===== src/rtl/ctrl_pkg.sv =====
// Shared types and encodings for the control sequencer: state enum, opcodes,
// register-file/ARF/ALU select codes and the control bundle struct.
package ctrl_pkg;

  typedef enum logic [1:0] {
    S_T0   = 2'd0,
    S_T1   = 2'd1,
    S_T2   = 2'd2,
    S_HALT = 2'd3
  } state_t;

  localparam logic [5:0] OP_BRA  = 6'h00;
  localparam logic [5:0] OP_INC  = 6'h05;
  localparam logic [5:0] OP_DEC  = 6'h06;
  localparam logic [5:0] OP_MOVL = 6'h11;
  localparam logic [5:0] OP_STL  = 6'h12;
  localparam logic [5:0] OP_HLT  = 6'h3F;

  localparam logic [2:0] FUN_DEC  = 3'b000;
  localparam logic [2:0] FUN_INC  = 3'b001;
  localparam logic [2:0] FUN_LOAD = 3'b010;
  localparam logic [2:0] FUN_WLCH = 3'b100;

  localparam logic [2:0] ARF_SEL_PC = 3'b100;
  localparam logic [1:0] ARF_OUT_PC = 2'b00;
  localparam logic [1:0] ARF_OUT_AR = 2'b10;
  localparam logic [4:0] ALU_PASS_A = 5'b10000;
  localparam logic [1:0] MUX_SEL_IR = 2'b11;

  typedef struct packed {
    logic [2:0] rf_outa_sel;
    logic [2:0] rf_outb_sel;
    logic [2:0] rf_fun_sel;
    logic [3:0] rf_reg_sel;
    logic [3:0] rf_scr_sel;
    logic [4:0] alu_fun_sel;
    logic       alu_wf;
    logic [1:0] arf_outc_sel;
    logic [1:0] arf_outd_sel;
    logic [2:0] arf_fun_sel;
    logic [2:0] arf_reg_sel;
    logic       ir_lh;
    logic       ir_write;
    logic       mem_wr;
    logic       mem_cs;
    logic [1:0] mux_a_sel;
    logic [1:0] mux_b_sel;
    logic       mux_c_sel;
  } ctrl_t;

  // Idle bundle: nothing selected, memory deselected (Mem_CS is active-low).
  function automatic ctrl_t idle_ctrl();
    ctrl_t c;
    c        = '0;
    c.mem_cs = 1'b1;
    return c;
  endfunction

  // Instruction fetch half: read memory at PC into IR half lh, then PC+1.
  function automatic ctrl_t fetch_ctrl(input logic lh);
    ctrl_t c;
    c              = idle_ctrl();
    c.arf_outd_sel = ARF_OUT_PC;
    c.mem_cs       = 1'b0;
    c.ir_write     = 1'b1;
    c.ir_lh        = lh;
    c.arf_reg_sel  = ARF_SEL_PC;
    c.arf_fun_sel  = FUN_INC;
    return c;
  endfunction

  // RSEL 0..3 -> R1..R4, one-hot MSB-first.
  function automatic logic [3:0] rf_onehot(input logic [1:0] rsel);
    return 4'b1000 >> rsel;
  endfunction

endpackage


===== src/rtl/op_decoder.sv =====
// Combinational opcode -> execute-cycle control bundle.
// ILLEGAL_TRAP_EN: when defined, unknown opcodes raise illegal_c; otherwise they decode as NOP.
module op_decoder
  import ctrl_pkg::*;
(
  input  logic [5:0] opcode,
  input  logic [1:0] rsel,
  output ctrl_t      ctrl_c,
  output logic       halt_c,
  output logic       illegal_c
);

  always_comb begin
    ctrl_c    = idle_ctrl();
    halt_c    = 1'b0;
    illegal_c = 1'b0;
    case (opcode)
      OP_BRA: begin
        ctrl_c.mux_b_sel   = MUX_SEL_IR;
        ctrl_c.arf_reg_sel = ARF_SEL_PC;
        ctrl_c.arf_fun_sel = FUN_LOAD;
      end
      OP_INC: begin
        ctrl_c.rf_reg_sel = rf_onehot(rsel);
        ctrl_c.rf_fun_sel = FUN_INC;
      end
      OP_DEC: begin
        ctrl_c.rf_reg_sel = rf_onehot(rsel);
        ctrl_c.rf_fun_sel = FUN_DEC;
      end
      OP_MOVL: begin
        ctrl_c.mux_a_sel  = MUX_SEL_IR;
        ctrl_c.rf_reg_sel = rf_onehot(rsel);
        ctrl_c.rf_fun_sel = FUN_WLCH;
      end
      OP_STL: begin
        ctrl_c.rf_outa_sel  = {1'b0, rsel};
        ctrl_c.alu_fun_sel  = ALU_PASS_A;
        ctrl_c.mux_c_sel    = 1'b0;
        ctrl_c.arf_outd_sel = ARF_OUT_AR;
        ctrl_c.mem_cs       = 1'b0;
        ctrl_c.mem_wr       = 1'b1;
      end
      OP_HLT: halt_c = 1'b1;
      default: begin
`ifdef ILLEGAL_TRAP_EN
        illegal_c = 1'b1;
`endif
      end
    endcase
  end

endmodule


===== src/rtl/control_sequencer.sv =====
// Three-cycle fetch/fetch/execute control sequencer with a sticky HALT state.
// ILLEGAL_TRAP_EN (in op_decoder): unknown opcodes trap to HALT and set Illegal.
module control_sequencer
  import ctrl_pkg::*;
(
  input  logic        Clock,
  input  logic        Reset,
  input  logic [15:0] IROut,
  output logic [2:0]  RF_OutASel,
  output logic [2:0]  RF_OutBSel,
  output logic [2:0]  RF_FunSel,
  output logic [3:0]  RF_RegSel,
  output logic [3:0]  RF_ScrSel,
  output logic [4:0]  ALU_FunSel,
  output logic        ALU_WF,
  output logic [1:0]  ARF_OutCSel,
  output logic [1:0]  ARF_OutDSel,
  output logic [2:0]  ARF_FunSel,
  output logic [2:0]  ARF_RegSel,
  output logic        IR_LH,
  output logic        IR_Write,
  output logic        Mem_WR,
  output logic        Mem_CS,
  output logic [1:0]  MuxASel,
  output logic [1:0]  MuxBSel,
  output logic        MuxCSel,
  output logic [1:0]  T_State,
  output logic        Halted,
  output logic        Illegal
);

  state_t state, state_nxt;
  ctrl_t  ctrl, dec_ctrl;
  logic   dec_halt, dec_illegal;
  logic   illegal_q;

  // The immediate byte feeds the datapath directly, not the sequencer.
  logic unused_value;
  assign unused_value = ^IROut[7:0];

  op_decoder u_dec (
    .opcode    (IROut[15:10]),
    .rsel      (IROut[9:8]),
    .ctrl_c    (dec_ctrl),
    .halt_c    (dec_halt),
    .illegal_c (dec_illegal)
  );

  always_ff @(posedge Clock or posedge Reset) begin
    if (Reset) begin
      state     <= S_T0;
      illegal_q <= 1'b0;
    end else begin
      state <= state_nxt;
      if (state == S_T2 && dec_illegal) illegal_q <= 1'b1;
    end
  end

  // Next state and Moore outputs; Reset forces the idle bundle so no write leaks.
  always_comb begin
    state_nxt = state;
    ctrl      = idle_ctrl();
    case (state)
      S_T0: begin
        ctrl      = fetch_ctrl(1'b0);
        state_nxt = S_T1;
      end
      S_T1: begin
        ctrl      = fetch_ctrl(1'b1);
        state_nxt = S_T2;
      end
      S_T2: begin
        ctrl      = dec_ctrl;
        state_nxt = (dec_halt || dec_illegal) ? S_HALT : S_T0;
      end
      S_HALT: state_nxt = S_HALT;
      default: state_nxt = S_T0;
    endcase
    if (Reset) ctrl = idle_ctrl();
  end

  assign RF_OutASel  = ctrl.rf_outa_sel;
  assign RF_OutBSel  = ctrl.rf_outb_sel;
  assign RF_FunSel   = ctrl.rf_fun_sel;
  assign RF_RegSel   = ctrl.rf_reg_sel;
  assign RF_ScrSel   = ctrl.rf_scr_sel;
  assign ALU_FunSel  = ctrl.alu_fun_sel;
  assign ALU_WF      = ctrl.alu_wf;
  assign ARF_OutCSel = ctrl.arf_outc_sel;
  assign ARF_OutDSel = ctrl.arf_outd_sel;
  assign ARF_FunSel  = ctrl.arf_fun_sel;
  assign ARF_RegSel  = ctrl.arf_reg_sel;
  assign IR_LH       = ctrl.ir_lh;
  assign IR_Write    = ctrl.ir_write;
  assign Mem_WR      = ctrl.mem_wr;
  assign Mem_CS      = ctrl.mem_cs;
  assign MuxASel     = ctrl.mux_a_sel;
  assign MuxBSel     = ctrl.mux_b_sel;
  assign MuxCSel     = ctrl.mux_c_sel;
  assign T_State     = state;
  assign Halted      = (state == S_HALT);
  assign Illegal     = illegal_q;

endmodule


===== config.mk =====
export PLATFORM = sky130hd
export DESIGN_NAME = control_sequencer
export DESIGN_NICKNAME = d
export VERILOG_FILES = /design/src/rtl/ctrl_pkg.sv /design/src/rtl/op_decoder.sv /design/src/rtl/control_sequencer.sv
export SDC_FILE = /design/constraint.sdc
export NUM_CORES = 1
export LEC_CHECK = 0
export BUFFER_PORTS_ARGS = -buffer_cell sky130_fd_sc_hd__buf_4
export CORE_MARGIN = 4
export CORE_UTILIZATION = 34
export CTS_CLUSTER_SIZE = 10
export DETAILED_ROUTE_END_ITERATION = 8
export GPL_TIMING_DRIVEN = 0
export HOLD_SLACK_MARGIN = 0.15
export PLACE_DENSITY_LB_ADDON = 0.08
export RECOVER_POWER = 25
export SYNTH_ARGS = -nofsm -noshare
export SYNTH_HDL_FRONTEND = slang
export SYNTH_SLANG_ARGS = --single-unit
export TNS_END_PERCENT = 1

===== constraint.sdc =====
create_clock -name Clock -period 2.62 [get_ports Clock]
set_input_delay 0.131 -clock Clock [delete_from_list [all_inputs] [get_ports Clock]]
set_output_delay 0.131 -clock Clock [all_outputs]
set_load 0.02 [all_outputs]

==> run metrics, run 1 <==
I/O Buffers 33; EDFF count, synth 0; pre-CTS WS slightly below 0.8 ns; Synth Warn # 0; Max VDD drop between 0.2 and 0.3 mV; initial antenna violation count 0; RSZ-0062 raised after global routing false; FF-to-FF path depth 3; Yosys reg bits 2; Fill cells 126; initial drt markers 6; Avg Inst Size Synth 7.53 µm²; power per cell area between 400 and 500 nW/µm²; layout cell share with drive strength beyond 1 0.536; part of the Yosys area used for sequential elements 0.0993; Synth Flop Type dfrtp_1; DRT Pass-1 Iters 3; WL final 1370 µm; Max Cap Viol 0; post-route worst setup slack 0.451 ns; Final Instance Area between 800 and 900 µm²; first-pass GRT wire length 2170 µm; clk_lat worst skew 0.22 ns; fin nets approximately 150; Crit Path Category input pin to output port; period utilization 0.828; Async S/R FF share, synth 1.00; diodes inserted 0; post-synth cell types 24; drt via density between 4 and 5; r2r endpoint T_State[0]; post-placement cell count approximately 140; HP Class input pin to flop; critical-path maximum fanout 6; post-CTS sizing 0; DIE WIDTH approximately 47 µm; Initial Utilization 0.373; critical path capture point type output port; CTS tree yes; Fmax achieved between 400 and 500 MHz; HPWL Detailed about 1200 µm; final worst path period need about 2.2 ns; DIE AREA ~2200 µm²; vias in the first global route slightly above 500; Crit path required time 2.49 ns; post-route ant nets 0; crit path DAT a little over 2 ns; WHS 0.336 ns; Total GRT Usage 0.134; I/O Pins 64; Die Ht roughly 47 µm; Placed Area around 850 µm²; CTS buffer count 3; Crit. Startpoint Reset; crit path launch type input pin; pin count of the biggest net entering global routing 11; grt total ovfl 0; max reg flops 2; Clock Path Buffers 2; reg-to-reg startpoint T_State[1]; Mapped Cells 67; Clock Pin Slew Worst Setup and Hold Paths 0.03 ns; Final Non-Filler Cells 140; H-tree Lvls 1; Hold Vio Cnt, Final 0; Clock Skew 0.00239 ns; DRC Markers 0; r2r setup slk approximately 1.4 ns; Lkg Pwr just over 0.5 nW; CTS sink count 2; WL/cell approximately 9.8 µm; vias after detailed routing around 580; std cell rows 13; RePlAce Congestion around 0.73; Syn Std Cell Area just over 500 µm²; final setup fails 0; root buffer cell clkbuf_4; max-slew violations 0; Core Box Area approximately 1400 µm²; Syn-to-layout area delta 72.7%; status completed; crit path capture MuxASel[1]; setup TNS 0 ns
## cell families (layout without fill, tap and decap cells)
| group | after synthesis | in the layout | share of synthesized area |
|---|---|---|---|
| compound gates | 5 | 5 | 0.0645 |
| mux | 1 | 1 | 0.0223 |
| simple gates | 26 | 26 | 0.342 |
| other cells | 1 | 22 | 0.00744 |
| buf+inv | 31 | 68 | 0.447 |
| xor+xnor | 1 | 1 | 0.0174 |
| flops | 2 | 2 | 0.0993 |
## worst min-delay path by stage
stage | startpoint | end | cells after the start
floorplan | Reset | T_State[0] | 1
global placement | Reset | T_State[0] | 2
detailed placement | Reset | T_State[0] | 2
CTS | Reset | T_State[1] | 3
global route | Reset | T_State[1] | 3
finish | IROut[10] | T_State[1] | 4
## layout by cell type (no fill, tap or decap)
master / count
and2_1: 1
nand2_2: 1
and2_0: 1
o32a_1: 1
nor4b_2: 2
nor2_1: 4
o21ai_0: 1
clkbuf_4: 3
dfrtp_1: 2
a21o_1: 1
and4_1: 3
mux2_2: 1
nor4_1: 3
and3_1: 2
conb_1: 22
nand3_1: 1
nand4_1: 1
a21oi_1: 2
inv_1: 1
nor3_1: 2
dlygate4sd3_1: 1
nor4_2: 1
nand2b_1: 1
buf_4: 59
xnor2_1: 1
nand2_1: 3
clkbuf_1: 4
## critical path: stages
cell           delay [ns]
dlygate4sd3_1        0.53
clkbuf_1             0.15
nor4_2               0.28
nand2_1              0.22
nor4_1               0.41
buf_4                0.19
buf_4                0.13
## final cells by class
| cell class | instances | area (µm²) | area share |
|---|---|---|---|
| flip-flops and latches | 2 | 50.0 | 0.0575 |
| inverters | 1 | 3.75 | 0.00431 |
| well taps | 15 | 18.8 | 0.0216 |
| repair buffers | 34 | 246 | 0.283 |
| plain buffers | 30 | 221 | 0.254 |
| multi-input cells | 55 | 308 | 0.353 |
| clock buffers | 3 | 22.5 | 0.0259 |
## layer usage
layer  vias to the layer above  part of all wire  track usage
met5                         -                 0            0
met2                        39              0.47        0.247
met4                         0                 0       0.0170
met1                       242              0.38        0.154
li1                        298                 -            -
met3                         0              0.15       0.0391
## metrics by stage
stage,total power [W],utilization
floorplan,0.000253,-
global placement,0.000359,0.629
detailed placement,0.000362,0.629
CTS,0.000432,0.653
global route,0.000448,0.645
finish,0.000414,0.645
## synth_stat cells (all sizes together) (2+ instances only)
library cell	count	area, µm²
and3	2	12.5
and2	2	12.5
nor3	2	10.0
nand2	4	17.5
and4	3	26.3
nor2	4	15.0
a21oi	2	10.0
nor4	4	31.3
nor4b	2	30.0
buf	29	218
dfrtp	2	50.1
## what timing repair did
item / in CTS / in global routing
setup buffers: 0 / 0
hold endpoints to repair: 2 / 0
endpoints found under the setup margin: 0 / 0
hold buffers: 1 / 0
## report_power, final
group | leakage [nW] | total [W] | internal [W] | switching [W]
combinational | 0.468 | 0.000279 | 0.000116 | 0.000163
clock | 0.0138 | 0.0000664 | 0.0000504 | 0.0000160
sequential | 0.0232 | 0.0000693 | 0.0000475 | 0.0000219
total | 0.505 | 0.000414 | 0.000214 | 0.000201
Note: power is estimated with default switching activity, not from simulation.
==> run 2, diff against run 1 <==
--- a/config.mk
+++ b/config.mk
@@ -5,9 +5,10 @@
 export SDC_FILE = /design/constraint.sdc
 export NUM_CORES = 1
 export LEC_CHECK = 0
+export ABC_AREA = 1
 export BUFFER_PORTS_ARGS = -buffer_cell sky130_fd_sc_hd__buf_4
 export CORE_MARGIN = 4
-export CORE_UTILIZATION = 34
+export CORE_UTILIZATION = 33
 export CTS_CLUSTER_SIZE = 10
 export DETAILED_ROUTE_END_ITERATION = 8
 export GPL_TIMING_DRIVEN = 0
==> constraint.sdc (replaced) <==
create_clock -name Clock -period 2.3 [get_ports Clock]
set_input_delay 0.115 -clock Clock [delete_from_list [all_inputs] [get_ports Clock]]
set_output_delay 0.115 -clock Clock [all_outputs]
set_load 0.02 [all_outputs]
==> run metrics, run 2 <==
Async S/R FF share, synth 1.00; synth top area cells buf_4 38%, dfrtp_1 8.8%, nand2_1 8.6%; Compound-Gate Fraction of Synth Area 0.0461; max reg flops 2; DRT Pass-1 Iters 4; Largest stage delay, worst path around 0.54 ns; setup TNS 0 ns; Total GRT Usage 0.123; HP Class input pin to flop; Max VDD drop between 0.2 and 0.3 mV; count leader, synth buf_4; RSZ-0062 raised after global routing false; most common cell after layout, fill and taps aside buf_4; std cell rows 14; final setup fails 0; diodes inserted 0; period utilization 0.789; final worst path period need around 1.8 ns; top cell type by total area after synthesis buf_4; crit path launch type input pin; Fmax achieved 551 MHz; post-route ant nets 0; power per cell area between 200 and 250 nW/µm²; WL final ~1500 µm; Crit. Startpoint Reset; first-pass GRT wire length roughly 2400 µm; fin nets between 150 and 200; Die Ht 49.6 µm; largest family of logic cells by synthesized area buffers and inverters; layout cell share with drive strength beyond 1 0.487; Fill cells between 150 and 200; commonest non-fill, non-tap cells in the layout 58 x buf_4, 22 x conb_1, 13 x nand2_1, 11 x nor2_1, 9 x inv_1; Worst Hold Launch IROut[13]; DIE AREA roughly 2500 µm²; I/O Pins 64; Initial Utilization 0.362; Max Cap Viol 0; DRC Markers 0; post-synth top area share 0.382; critical-path cell list dlygate4sd3_1, clkbuf_1, nor2_2, nand3_1, nor2_1, buf_4, buf_4; CP delay by family, top buffers and inverters; XOR/XNOR Fraction of Synth Area 0; WL/cell roughly 9 µm; top post-synthesis cells by count 29 x buf_4, 13 x nand2_1, 11 x nor2_1, 9 x inv_1; critical-path maximum fanout 6; mux contribution to synthesized area 0; Syn Std Cell Area about 570 µm²; Yosys reg bits 2; post-CTS sizing 0; Core Box Area about 1600 µm²; CTS sink count 2; pin count of the biggest net entering global routing 11; initial antenna violation count 0; critical path capture point type output port; Clock Path Buffers 2; Synth Warn # 0; CTS buffer count 3; Clock Skew between 0.00008 and 0.00009 ns; Mapped Cells 94; HPWL Detailed 1300 µm; I/O Buffers 33; status completed; adder-cell area share of the yosys netlist 0; CTS tree yes; DIE WIDTH around 50 µm; Lkg Pwr roughly 0.55 nW; CP most frequent cell buf_4; reg-to-reg startpoint T_State[1]; Crit path required time about 2.2 ns; RePlAce Congestion roughly 0.7; root buffer cell clkbuf_4; post-synth cell types 18; H-tree Lvls 1; Hold Vio Cnt, Final 0; Clock Pin Slew Worst Setup and Hold Paths around 0.03 ns; WHS ~0.22 ns; Synth Flop Type dfrtp_1; max-slew violations 0; EDFF count, synth 0; Avg Inst Size Synth 6.07 µm²; crit path DAT roughly 1.7 ns; part of the Yosys area used for sequential elements 0.0877; drt via density 3.92; Worst Path Buf+Inv 4; Synth Area in Simple Gates 0.390; initial drt markers 11; clk_lat worst skew about 0.23 ns; vias in the first global route about 600; grt total ovfl 0; Syn-to-layout area delta 63.6%; Crit Path Category input pin to output port; Worst path slowest cell dlygate4sd3_1; vias after detailed routing roughly 660
-- run 2: cell count changes after synthesis, moves of 3 or more --
cell	delta
inv_2	+3
nor2_1	+7
and4_1	-3
nor2_2	+5
nor4_1	-3
nand3_1	+3
nand4_1	+4
inv_1	+8
nand2_1	+10
-- run 2: cell type report --
cell class              instances  area, µm²  area share
plain buffers                  30        221       0.237
clock buffers                   3       22.5      0.0241
inverters                      12       45.0      0.0483
multi-input cells              71        332       0.355
flip-flops and latches          2       50.0      0.0536
well taps                      16       20.0      0.0214
repair buffers                 34        243       0.260
-- run 2: kinds of logic (layout without fill, tap and decap cells) --
family / after synthesis / in the layout
AO/OA/AOI/OAI: 5 / 5
AND/OR/NAND/NOR: 44 / 44
other: 1 / 22
buffers and inverters: 42 / 79
flip-flops: 2 / 2
-- run 2: final timing paths --
check,end,slack [ns],cells past startpoint
min,T_State[1],0.22,3
max in group asynchronous,T_State[1],1.77,3
min in group asynchronous,T_State[0],0.41,3
min reg2reg,T_State[1],0.56,2
max reg2reg,T_State[0],1.18,4
max,MuxBSel[0],0.48,7
-- run 2: metrics by stage --
stage	cells	setup slack (ns)	power, W	util	cell area [µm²]
floorplan	115	0.796	0.000111	-	649
global placement	164	0.963	0.000131	0.582	917
detailed placement	164	0.920	0.000132	0.582	917
CTS	168	0.557	0.000218	0.602	950
global route	168	0.378	0.000234	0.592	933
finish	168	0.484	0.000214	0.592	933
-- run 2: worst reg2reg max path: cells and delay by family (launching register included) --
family / cells / cell delay [ns]
buffers and inverters: 1 / 0.22
flip-flops: 1 / 0.38
AND/OR/NAND/NOR: 3 / 0.40
-- run 2: where the power goes --
part / switching, W / internal [W] / total (W)
sequential: 0 / 0.0000355 / 0.0000355
combinational: 0.0000580 / 0.0000408 / 0.0000988
clock: 0.0000222 / 0.0000577 / 0.0000800
total: 0.0000803 / 0.000134 / 0.000214
-- run 2: what timing repair did --
item / 4_1_cts / 5_1_grt
hold buffers: 1 / 0
setup buffers: 0 / 0
endpoints found under the hold margin: 2 / 0
-- run 2: per-layer routing --
| metal | global-route usage | vias to the layer above | wire (µm) |
|---|---|---|---|
| met5 | 0 | - | 0 |
| met4 | 0.0553 | 0 | 21 |
| met3 | 0.0331 | 2 | 158 |
| met2 | 0.205 | 37 | 723 |
| met1 | 0.147 | 264 | 586 |
| li1 | - | 356 | - |
==> run 3, diff against run 2 <==
--- a/config.mk
+++ b/config.mk
@@ -8,7 +8,7 @@
 export ABC_AREA = 1
 export BUFFER_PORTS_ARGS = -buffer_cell sky130_fd_sc_hd__buf_4
 export CORE_MARGIN = 4
-export CORE_UTILIZATION = 33
+export CORE_UTILIZATION = 30
 export CTS_CLUSTER_SIZE = 10
 export DETAILED_ROUTE_END_ITERATION = 8
 export GPL_TIMING_DRIVEN = 0
==> constraint.sdc (replaced) <==
create_clock -name Clock -period 1.5 [get_ports Clock]
set_input_delay 0.075 -clock Clock [delete_from_list [all_inputs] [get_ports Clock]]
set_output_delay 0.075 -clock Clock [all_outputs]
set_load 0.02 [all_outputs]
==> run metrics, run 3 (synthesis gave the netlist of run 2 again) <==
H-tree Lvls 1; Max VDD drop between 0.3 and 0.4 mV; most common cell after layout, fill and taps aside buf_4; critical path capture point type output port; grt total ovfl 0; Lkg Pwr 0.585 nW; r2r endpoint T_State[0]; post-route ant nets 0; Crit path required time approximately 1.4 ns; CTS sink count 2; DIE WIDTH ~52 µm; power per cell area 326 nW/µm²; Initial Utilization 0.323; Clock Path Buffers 2; crit path launch type flop; final worst path period need roughly 1.4 ns; post-route worst setup slack approximately 0.1 ns; Fill cells 190; vias after detailed routing 660; RePlAce Congestion 0.800; status completed; diodes inserted 0; critical-path maximum fanout 4; Core Box Area 1760 µm²; drt via density approximately 3.7; period utilization 0.935; RSZ-0062 raised after global routing false; Die Ht just over 50 µm; hold worst-path end T_State[0]; Clock Pin Slew Worst Setup and Hold Paths roughly 0.030 ns; clk_lat worst skew ~0.23 ns; Syn-to-layout area delta 77.6%; CTS buffer count 3; Crit Path Category flop to output port; Hold Vio Cnt, Final 0; final design utilization 0.574; DRT Pass-1 Iters 4; DIE AREA approximately 2700 µm²; DRC Markers 0; CTS tree yes; Total GRT Usage 0.113; commonest non-fill, non-tap cells in the layout 62 x buf_4, 22 x conb_1, 12 x nand2_1, 9 x inv_1, 9 x nor2_1; pre-CTS WS between 0.15 and 0.2 ns; max reg flops 2; final setup fails 0; root buffer cell clkbuf_4; HPWL Detailed ~1300 µm; setup TNS 0 ns; crit path DAT roughly 1.3 ns; initial drt markers 6; pin count of the biggest net entering global routing 11; std cell rows 15; Final Instance Area 1010 µm²; max-slew violations 0; WL final roughly 1500 µm; layout cell share with drive strength beyond 1 0.548; first-pass GRT wire length between 2000 and 2500 µm; sequential standard cell area 51.3 µm²; HP Class input pin to flop; worst hold path cell count 3; initial antenna violation count 0; FF-to-FF path depth 4; Max Cap Viol 0; I/O Buffers 33; WL/cell 8.08 µm; reg-to-reg startpoint T_State[1]; area of the multi-input gates 354 µm²; I/O Pins 64; vias in the first global route about 560; Worst Hold Launch IROut[13]; r2r setup slk between 0.4 and 0.5 ns; Fmax achieved roughly 710 MHz; post-route total power approximately 0.00033 W; Clock Skew approximately 0.0041 ns; Placed Area about 930 µm²; fin nets ~180
==> run 3: stage by stage <==
| stage | std cells | hold slack [ns] |
|---|---|---|
| 2_1_floorplan | 115 | -0.184 |
| 3_3_place_gp | 173 | -0.0241 |
| 3_5_place_dp | 173 | -0.0232 |
| 4_1_cts | 177 | 0.174 |
| 5_1_grt | 180 | 0.189 |
| 6_report | 180 | 0.189 |
==> run 3: worst max path at each step <==
stage	to	depth (start not counted)	slack [ns]	startpoint
global route	IR_LH	4	0.007	T_State[1]
CTS	MuxASel[1]	7	0.008	T_State[0]
finish	MuxBSel[0]	5	0.1	T_State[0]
floorplan	MuxASel[1]	6	0.04	T_State[0]
global placement	MuxBSel[0]	5	0.20	T_State[0]
detailed placement	MuxBSel[0]	5	0.19	T_State[0]
==> run 3: worst max-delay path, cell delays in order, from the launching register on <==
cell and delay (ns):
dfrtp_2 0.43, nor2_4 0.13, nand3_1 0.12, nor2_2 0.17
buf_4 0.12, buf_4 0.12
==> run 3: where the power goes <==
group	switching, W	internal, W	total (W)	leakage, nW
sequential	0	0.0000543	0.0000543	0.0172
clock	0.0000347	0.0000886	0.000123	0.0138
combinational	0.0000895	0.0000638	0.000153	0.554
==> run 3: cell type report <==
cell class                      count  area share
Timing Repair Buffer               37       0.280
Inverter                           12      0.0444
Multi-Input combinational cell     71       0.349
Buffer                             30       0.222
Sequential cell                     2      0.0506
Clock buffer                        3      0.0222
Tap cell                           25      0.0309
==> run 3: what timing repair did <==
action                                  in CTS  in global routing
setup buffers                                0                  3
resized for setup                            4                  6
endpoints found under the setup margin       4                  8
pin swaps                                    0                  4
hold endpoints to repair                     2                  0
hold buffers                                 1                  0
==> run 3: per-layer routing <==
layer / vias up / GRT usage / share of wire
met2: 26 / 0.191 / 0.53
met4: 0 / 0.0786 / 0.016
met5: - / 0 / 0
li1: 362 / - / -
met1: 270 / 0.128 / 0.38
met3: 2 / 0.0201 / 0.067
